$ cat src/rtl/camera_capture_if.sv
// camera_capture_if: groups the camera-side byte bus and the pixel-side outputs of
// camera_capture.
//   vsync, href, p_data       : camera frame sync, line valid and byte bus
//   pixel_data_out            : assembled RGB565 pixel, holds between strobes
//   pixel_valid               : one-cycle strobe marking a new pixel
//   frame_done                : level, high outside an active frame
//   frame_error               : sticky error for the current or last frame
//   pixel_x, pixel_y          : pixel coordinates, present only with CAM_COORD_EN
// Modports: slave = capture block, master = camera / downstream side.
interface camera_capture_if #(
  parameter int unsigned H_ACTIVE = 640,
  parameter int unsigned V_ACTIVE = 480
);
  localparam int unsigned XW = (H_ACTIVE > 1) ? $clog2(H_ACTIVE) : 1;
  localparam int unsigned YW = (V_ACTIVE > 1) ? $clog2(V_ACTIVE) : 1;

  logic          vsync;
  logic          href;
  logic [7:0]    p_data;
  logic [15:0]   pixel_data_out;
  logic          pixel_valid;
  logic          frame_done;
  logic          frame_error;
`ifdef CAM_COORD_EN
  logic [XW-1:0] pixel_x;
  logic [YW-1:0] pixel_y;
`endif

  modport slave (
    input  vsync, href, p_data,
`ifdef CAM_COORD_EN
    output pixel_x, pixel_y,
`endif
    output pixel_data_out, pixel_valid, frame_done, frame_error
  );

  modport master (
    output vsync, href, p_data,
`ifdef CAM_COORD_EN
    input  pixel_x, pixel_y,
`endif
    input  pixel_data_out, pixel_valid, frame_done, frame_error
  );
endinterface

$ cat src/rtl/camera_capture.sv
// camera_capture: assembles pairs of camera bytes into RGB565 pixels while tracking
// VSYNC/HREF framing.
// Ports:
//   clk_in : camera pixel clock, all logic on its rising edge
//   rst    : asynchronous active-high reset
//   cam    : camera_capture_if slave modport (byte bus in, pixel strobe/status out)
// Optional feature macro: CAM_COORD_EN adds registered pixel_x/pixel_y outputs.
module camera_capture #(
  parameter int unsigned H_ACTIVE = 640,
  parameter int unsigned V_ACTIVE = 480
) (
  input logic              clk_in,
  input logic              rst,
  camera_capture_if.slave  cam
);

  // Counters need one extra code to represent the saturated value.
  localparam int unsigned XCW = $clog2(H_ACTIVE + 1);
  localparam int unsigned YCW = $clog2(V_ACTIVE + 1);
  localparam logic [XCW-1:0] XMax = XCW'(H_ACTIVE);
  localparam logic [YCW-1:0] YMax = YCW'(V_ACTIVE);
`ifdef CAM_COORD_EN
  localparam int unsigned XW = (H_ACTIVE > 1) ? $clog2(H_ACTIVE) : 1;
  localparam int unsigned YW = (V_ACTIVE > 1) ? $clog2(V_ACTIVE) : 1;
`endif

  typedef enum logic [1:0] {StIdle, StVblank, StActive} state_e;

  state_e         state_q, state_d;
  logic           phase_q, phase_d;
  logic [7:0]     high_q, high_d;
  logic [XCW-1:0] x_q, x_d;
  logic [YCW-1:0] y_q, y_d;
  logic           seen_q, seen_d;   // at least one byte seen in the current line
  logic           href_q;
  logic [15:0]    data_q, data_d;
  logic           valid_q, valid_d;
  logic           done_q;
  logic           err_q, err_d;
  logic           line_end;
`ifdef CAM_COORD_EN
  logic [XW-1:0]  px_q, px_d;
  logic [YW-1:0]  py_q, py_d;
`endif

  assign line_end = href_q && !cam.href;

  always_comb begin
    state_d = state_q;
    phase_d = phase_q;
    high_d  = high_q;
    x_d     = x_q;
    y_d     = y_q;
    seen_d  = seen_q;
    data_d  = data_q;
    valid_d = 1'b0;
    err_d   = err_q;
`ifdef CAM_COORD_EN
    px_d    = px_q;
    py_d    = py_q;
`endif
    unique case (state_q)
      StIdle: begin
        if (cam.vsync) state_d = StVblank;
      end
      StVblank: begin
        if (!cam.vsync) begin
          state_d = StActive;
          err_d   = 1'b0;
          x_d     = '0;
          y_d     = '0;
          phase_d = 1'b0;
          seen_d  = 1'b0;
        end
      end
      StActive: begin
        if (cam.vsync) begin
          // vsync wins over a simultaneous byte; a pending high byte is dropped
          state_d = StVblank;
          phase_d = 1'b0;
          if (cam.href || phase_q) err_d = 1'b1;
        end else if (cam.href) begin
          if (!phase_q) begin
            high_d  = cam.p_data;
            phase_d = 1'b1;
            seen_d  = 1'b1;
          end else begin
            phase_d = 1'b0;
            if (x_q < XMax && y_q < YMax) begin
              data_d  = {high_q, cam.p_data};
              valid_d = 1'b1;
`ifdef CAM_COORD_EN
              px_d    = x_q[XW-1:0];
              py_d    = y_q[YW-1:0];
`endif
            end
            if (x_q == XMax) err_d = 1'b1;
            else             x_d   = x_q + 1'b1;
          end
        end else if (line_end) begin
          if (phase_q) err_d = 1'b1;   // odd byte count
          phase_d = 1'b0;
          x_d     = '0;
          seen_d  = 1'b0;
          if (seen_q && y_q < YMax) y_d = y_q + 1'b1;
        end
      end
      default: state_d = StIdle;
    endcase
  end

  always_ff @(posedge clk_in or posedge rst) begin
    if (rst) begin
      state_q <= StIdle;
      phase_q <= 1'b0;
      high_q  <= '0;
      x_q     <= '0;
      y_q     <= '0;
      seen_q  <= 1'b0;
      href_q  <= 1'b0;
      data_q  <= '0;
      valid_q <= 1'b0;
      done_q  <= 1'b1;
      err_q   <= 1'b0;
`ifdef CAM_COORD_EN
      px_q    <= '0;
      py_q    <= '0;
`endif
    end else begin
      state_q <= state_d;
      phase_q <= phase_d;
      high_q  <= high_d;
      x_q     <= x_d;
      y_q     <= y_d;
      seen_q  <= seen_d;
      href_q  <= cam.href;
      data_q  <= data_d;
      valid_q <= valid_d;
      done_q  <= (state_q != StActive);
      err_q   <= err_d;
`ifdef CAM_COORD_EN
      px_q    <= px_d;
      py_q    <= py_d;
`endif
    end
  end

  assign cam.pixel_data_out = data_q;
  assign cam.pixel_valid    = valid_q;
  assign cam.frame_done     = done_q;
  assign cam.frame_error    = err_q;
`ifdef CAM_COORD_EN
  assign cam.pixel_x        = px_q;
  assign cam.pixel_y        = py_q;
`endif

endmodule

$ cat src/flat_wrapper.sv
// flat-port wrapper written by rule: the top's interface ports become plain ports
module camera_capture_flat 
#(
  parameter int unsigned H_ACTIVE = 640,
  parameter int unsigned V_ACTIVE = 480
)
  (clk_in, rst, cam_vsync, cam_href, cam_p_data, cam_pixel_data_out, cam_pixel_valid, cam_frame_done, cam_frame_error);
  camera_capture_if #(.H_ACTIVE(H_ACTIVE), .V_ACTIVE(V_ACTIVE)) cam_i ();
  input logic clk_in;
  input logic rst;
  input wire logic [$bits(cam_i.vsync)-1:0] cam_vsync;
  input wire logic [$bits(cam_i.href)-1:0] cam_href;
  input wire logic [$bits(cam_i.p_data)-1:0] cam_p_data;
  output wire logic [$bits(cam_i.pixel_data_out)-1:0] cam_pixel_data_out;
  output wire logic [$bits(cam_i.pixel_valid)-1:0] cam_pixel_valid;
  output wire logic [$bits(cam_i.frame_done)-1:0] cam_frame_done;
  output wire logic [$bits(cam_i.frame_error)-1:0] cam_frame_error;
  assign cam_i.vsync = cam_vsync;
  assign cam_i.href = cam_href;
  assign cam_i.p_data = cam_p_data;
  assign cam_pixel_data_out = cam_i.pixel_data_out;
  assign cam_pixel_valid = cam_i.pixel_valid;
  assign cam_frame_done = cam_i.frame_done;
  assign cam_frame_error = cam_i.frame_error;
  camera_capture #(.H_ACTIVE(H_ACTIVE), .V_ACTIVE(V_ACTIVE)) u_core (.clk_in(clk_in), .rst(rst), .cam(cam_i));
endmodule
$ cat config.mk
export PLATFORM = sky130hd
export DESIGN_NAME = camera_capture_flat
export DESIGN_NICKNAME = d
export VERILOG_FILES = /design/src/rtl/camera_capture_if.sv /design/src/rtl/camera_capture.sv /design/src/flat_wrapper.sv
export SDC_FILE = /design/constraint.sdc
export NUM_CORES = 1
export LEC_CHECK = 0
export ABC_AREA = 0
export CORE_AREA = 2 2 73 75
export DETAILED_ROUTE_END_ITERATION = 10
export DIE_AREA = 0 0 75 77
export PLACE_DENSITY_LB_ADDON = 0.1
export REMOVE_ABC_BUFFERS = 1
export SKIP_CTS_REPAIR_TIMING = 1
export SYNTH_ARGS = -nofsm -noshare
export SYNTH_HDL_FRONTEND = slang
export SYNTH_SLANG_ARGS = --single-unit
$ cat constraint.sdc
create_clock -name clk_in -period 2.1 [get_ports clk_in]
set_clock_uncertainty 0.05 [all_clocks]
set_input_delay 0.525 -clock clk_in [delete_from_list [all_inputs] [get_ports clk_in]]
set_output_delay 0.525 -clock clk_in [all_outputs]
set_load 0.01 [all_outputs]
# --- Word level (Yosys, flattened, before mapping) ---
# Index checks and enable logic that the tools add are counted.
word_totals:
  elab_cells: 90
  register_bits: 51
  out_inout_bits: 19
  inputBits: 12
classes:
  eq_ne: 18
  bitwise_logic: 2
  n_reduce_logical: 16
  add_sub_neg: 2
  magnitude_cmp: 2
  muxes: 39
op_table:
  columns: ["op", "n"]
  rows:
  - ["10-bit 2-to-1 mux", 6]
  - ["9-bit 2-to-1 mux", 5]
  - ["1-bit 2-to-1 mux", 20]
  - ["10-bit case mux with 2 select lines", 1]
  - ["9-bit case mux with 2 select lines", 1]
  - ["6-bit AND reduction", 3]
  - ["3-bit by 2-bit != test with 1-bit output (second input constant)", 4]
  - ["10-bit by 1-bit adder with 10-bit output (second input constant)", 1]
  - ["10-bit == test (second input constant)", 1]
  - ["10-bit < comparator (second input constant)", 1]
  - ["5-bit AND reduction", 2]
  - ["9-bit by 1-bit adder with 9-bit output (second input constant)", 1]
  - ["9-bit < comparator (second input constant)", 1]
  - ["2-bit != test (second input constant)", 4]
  - ["4-bit by 3-bit != test with 1-bit output (second input constant)", 2]
  - ["2-bit by 1-bit != test with 1-bit output (second input constant)", 3]
  - ["3-bit != test (second input constant)", 2]
  - ["1-bit case mux with 2 select lines", 3]
  - ["2-bit 2-to-1 mux", 2]
  - ["2-bit case mux with 2 select lines", 1]
  - ["4-bit AND reduction", 1]
  - ["1-bit logical AND", 3]
  - ["3-bit AND reduction", 1]
  - ["2-bit by 1-bit == test with 1-bit output (second input constant)", 1]
  - ["other kinds (8)", 9]

# --- Logic depth before layout (Yosys ltp) ---
logic_depth:
  ltp_word: 7
  mapped_depth: 8
  depth_no_buf: 6

# --- Worst setup path after synthesis ---
# Ideal clock, no wire load.
synth_timing:
  path_kind: "register to register"
  start: "register u_core.state_q[0]"
  end: "register u_core.data_q[0], in the netlist u_core.cam.pixel_data_out[0]"
  t_arrival_ns: 1.767
  path_stages_with_launch: 9
  path_buffers: 3
  setup_time_ns: 0.125
  path_slack_ns: 0.158
  required_time_ns: 1.925
  synth_period_minus_slack_ns: 1.942
  cell_sequence: "dfrtp_1 inv_1 ha_1 buf_4 nand3b_4 or3_1 buf_6 buf_12 mux2_4"
synth_via:
  elab_chain_len: 2
synth_lines:
  columns: ["element", "line", "text"]
  rows:
  - ["from (decl)", "camera_capture.sv:29", "state_e state_q, state_d;"]
  - ["from (signal assigned)", "camera_capture.sv:114", "state_q <= StIdle;"]
  - ["from (signal assigned)", "camera_capture.sv:130", "state_q <= state_d;"]
  - ["2-bit == test", "camera_capture.sv:62", "unique case (state_q)"]
  - ["5-bit AND reduction (no line)", null, null]
  - ["to (signal assigned)", "camera_capture.sv:137", "data_q <= data_d;"]
  - ["to (decl)", "camera_capture.sv:36", "logic [15:0] data_q, data_d;"]
# No other way between the ends.
# A chain may end at the register's enable or synchronous reset.

# --- Worst setup path in the final report ---
layout_timing:
  start: "input cam_href"
  end: "register u_core.y_q[6]"
layout_via:
  elab_chain_len: 4
  word_cells_on_any_way: 5
  classes_between: "eq/ne (2); reduce/logical (3)"
layout_lines:
  columns: ["element", "line", "text"]
  rows:
  - ["from (decl)", "flat_wrapper.sv:12", "input wire logic [$bits(cam_i.href)-1:0] cam_href;"]
  - ["1-bit zero test", "camera_capture.sv:46", "assign line_end = href_q && !cam.href;"]
  - ["1-bit logical AND", "camera_capture.sv:46", null]
  - ["2-bit by 1-bit != test with 1-bit output (no line)", null, null]
  - ["6-bit AND reduction (no line) (*)", null, null]
  - ["to (signal assigned)", "camera_capture.sv:134", "y_q <= y_d;"]
  - ["to (decl)", "camera_capture.sv:33", "logic [YCW-1:0] y_q, y_d;"]
# Mark *: on every way between the ends. The rest lies on a longest branch, timed or not.

==> results_dict.tcl <==
set metrics [dict create \
    synth-seq-area-share_pct 47.6 \
    worst_hold_path_type "flop to flop" \
    post_route_fraction_of_the_period_consumed_by_the_critical_path_pct 96.7 \
    relSlewSlack_pct 68.9 \
    critPathKind "input pin to flop" \
    postRouteAntennaNets 0 \
    worst_skew_pair.late_latency_ns 0.31 \
    timing.critical_path.required_ns 2.23 \
    worst-endpoint-arrival_ns 2.16 \
    antenna_cells 0 \
    fp.dieW_um 75 \
    floorplan.io_pins 31 \
    end_kind "flop" \
    detailedRoute.firstIterationViolations 88 \
    grt_setup_unrepaired "false" \
    synth_area_per_cell_um2 11.5 \
    leakagePower_nw 1.49 \
    setup_viol 0 \
    drv_cap 0 \
    syn2layout_area_growth_pct 23.1 \
    via_per_inst 5.51 \
    initial_core_util_pct 53.9 \
    drt_drc_violations_left 0 \
    yosys_most_used_dff "sky130_fd_sc_hd__dfrtp_1" \
    gr-usage-all-layers_pct 20.3 \
    reg2reg_slack_ns 0.17 \
    die_y_um 77 \
    hold_viol_final 0 \
    core.rowCount 26 \
    termination_of_the_worst_setup_path "u_core.y_q[6]" \
    worst-path-max-fanout 5 \
    reg2reg_depth 7 \
    final_common_cell "sky130_fd_sc_hd__dfrtp_1" \
    fp.dieArea_mm2 0.00578 \
    timing_max_transition_violations_final 0 \
    wl_met2_mm 2.53 \
    synthDistinctLibCells 59 \
    path_clk_slew_ns 0.09 \
    m1WireLength_mm 2.50 \
    cts_tree "done" \
    routabilityCongestion 0.817 \
    synth_top_area_share_pct 46.7 \
    postRouteWirelength_mm 5.25 \
    cts_htree_levels 2 \
    antenna_found_initial 0 \
    cts_num_sinks 51 \
    synth_enable_flop_cells 0 \
    synth_area_leader_cell "sky130_fd_sc_hd__dfrtp_1" \
    ir_worst_vdd_v 0.000518 \
    syn_area_mm2 0.00268 \
    status "complete, no violations" \
    critical_register_to_register_path_endpoint "u_core.y_q[6]" \
    synth_cells 233 \
    post_synth_main_area_contributors "sky130_fd_sc_hd__dfrtp_1 47%, sky130_fd_sc_hd__mux2_2 6.3%, sky130_fd_sc_hd__mux2_4 5.0%, sky130_fd_sc_hd__ha_1 3.3%, sky130_fd_sc_hd__o31ai_1 2.8%" \
    critical_path.slowest_cell "sky130_fd_sc_hd__clkdlybuf4s50_1" \
    timing.hold.ws_ns 0.447 \
    r2r_start "u_core.state_q[0]" \
    yosys_warnings 0 \
    floorplan.core_area_mm2 0.00498 \
    final_nets 302 \
    route.detailed.wl_per_inst_um 14.8 \
    critPathMaxStageDelay_ns 0.48 \
    clock_path_buffers 2 \
    num_vias 1950 \
    highest_layer "met4" \
    first_pass_grt_wire_length_mm 9.14 \
    buffer_ports.inserted 30 \
    achievable-frequency_mhz 492 \
    grt-ovfl-total 0 \
    worst_setup_path_start_kind "input pin" \
    postSynth.asyncResetShare_pct 100 \
    worst_path_setup_slack_after_routing_ns 0.0683 \
    worst-slew-pin-transition_ns 0.462 \
    detailedRoute.firstPassIterationCount 4 \
    timing.critical_path.cells "clkdlybuf4s50_1 -> buf_4 -> and4b_2 -> a21oi_2 -> buf_4 -> o31ai_1 -> o31ai_1" \
    cts-buffers-inserted 5 \
    first_global_vias 1889 \
    powerDensity_mw_per_mm2 994 \
    ys_seq_elements 51 \
    timing.final.crit_period_ns 2.03 \
    most-common-layout-cells "50 x sky130_fd_sc_hd__dfrtp_1, 30 x sky130_fd_sc_hd__clkdlybuf4s50_1, 20 x sky130_fd_sc_hd__buf_4" \
    grt_start_max_net_pins 52 \
    critical_path.startpoint "cam_href" \
    met3_wirelength_um 143 \
    drive_above_1_share_pct 24.3 \
    placement.setup.worst_slack_ns -0.204 \
    detailedPlacementHpwl_mm 3.70 \
    clock-root-buffer "sky130_fd_sc_hd__clkbuf_8" \
]
Yosys cell counts (3+ instances only):
| library cell | number |
|---|---|
| sky130_fd_sc_hd__mux2_2 | 15 |
| sky130_fd_sc_hd__a21oi_1 | 5 |
| sky130_fd_sc_hd__mux2_4 | 9 |
| sky130_fd_sc_hd__ha_1 | 7 |
| sky130_fd_sc_hd__a31oi_1 | 4 |
| sky130_fd_sc_hd__o211ai_1 | 4 |
| sky130_fd_sc_hd__o21ai_0 | 11 |
| sky130_fd_sc_hd__nor3_1 | 7 |
| sky130_fd_sc_hd__inv_1 | 12 |
| sky130_fd_sc_hd__o2bb2ai_1 | 4 |
| sky130_fd_sc_hd__and2_1 | 5 |
| sky130_fd_sc_hd__dfrtp_1 | 50 |
| sky130_fd_sc_hd__and3_1 | 3 |
| sky130_fd_sc_hd__nand2_1 | 16 |
| sky130_fd_sc_hd__o22ai_1 | 3 |
| sky130_fd_sc_hd__nor2_1 | 6 |
| sky130_fd_sc_hd__nand3_1 | 9 |
| sky130_fd_sc_hd__o31ai_1 | 10 |
cell type report:
cell class	count	area, um^2
multi-input cells	160	1280
fillers	414	1680
inverters	13	48.8
clock inverters	3	46.3
clock buffers	5	68.8
repair buffers	52	490
flip-flops and latches	51	1280
well taps	70	87.6
registers in the layout, indices dropped and copies added (netlist names):
register / count
u_core.y_q: 9
u_core.cam.frame_error: 1
u_core.state_q: 2
u_core.x_q: 10
u_core.seen_q: 1
u_core.cam.pixel_data_out: 16
u_core.high_q: 8
u_core.cam.frame_done: 1
u_core.href_q: 1
u_core.cam.pixel_valid: 1
u_core.phase_q: 1
stage by stage:
step	cells	TNS [ns]	instance area (um^2)	power (W)	util, %
finish	354	0	3300	0.00328	66.3
global route	354	0	3300	0.00353	66.3
CTS	354	0	3300	0.00331	66.3
detailed placement	346	-5.12	3180	0.00261	64.0
global placement	346	-4.82	3180	0.00259	64.0
floorplan	224	-3.11	2610	0.00206	-
power breakdown:
| group | internal [W] | switching (W) | total [W] |
|---|---|---|---|
| sequential | 0.00122 | 0.000134 | 0.00135 |
| clock | 0.000359 | 0.000333 | 0.000692 |
| combinational | 0.000686 | 0.000551 | 0.00124 |
| total | 0.00226 | 0.00102 | 0.00328 |
per-layer routing:
layer	vias up	track usage [%]
li1	969	-
met1	944	29.2
met2	32	31.1
met3	5	3.68
met4	0	5.89
met5	-	0
worst max-delay path: cells and delay by family:
family | cells | cell delay, ns
buffers and inverters | 3 | 0.80
AOI/OAI and AO/OA | 3 | 0.50
and+or+nand+nor | 1 | 0.33
kinds of logic (layout without fill, tap and decap cells):
kind of cell               count (synthesis)  in the layout  synth area share (%)
and+or+nand+nor                           69             69                  16.2
AOI/OAI and AO/OA                         58             58                  16.1
DFF                                       51             51                  47.6
muxes                                     26             26                  12.1
buffers and inverters                     22             73                  4.67
adders and majority gates                  7              7                  3.27
worst min path at each step:
stage                                         endpoint                         start  slack (ns)  cells after the start
final                                    u_core.seen_q                 u_core.seen_q        0.45                      1
after global routing      u_core.cam.pixel_data_out[3]  u_core.cam.pixel_data_out[3]        0.48                      1
after CTS                                u_core.seen_q                 u_core.seen_q        0.45                      1
after detailed placement                 u_core.seen_q                 u_core.seen_q        0.43                      1
after global placement                   u_core.seen_q                 u_core.seen_q        0.42                      1
after floorplan                          u_core.seen_q                 u_core.seen_q        0.40                      1
No activity file was read; power rests on OpenSTA's default activity.
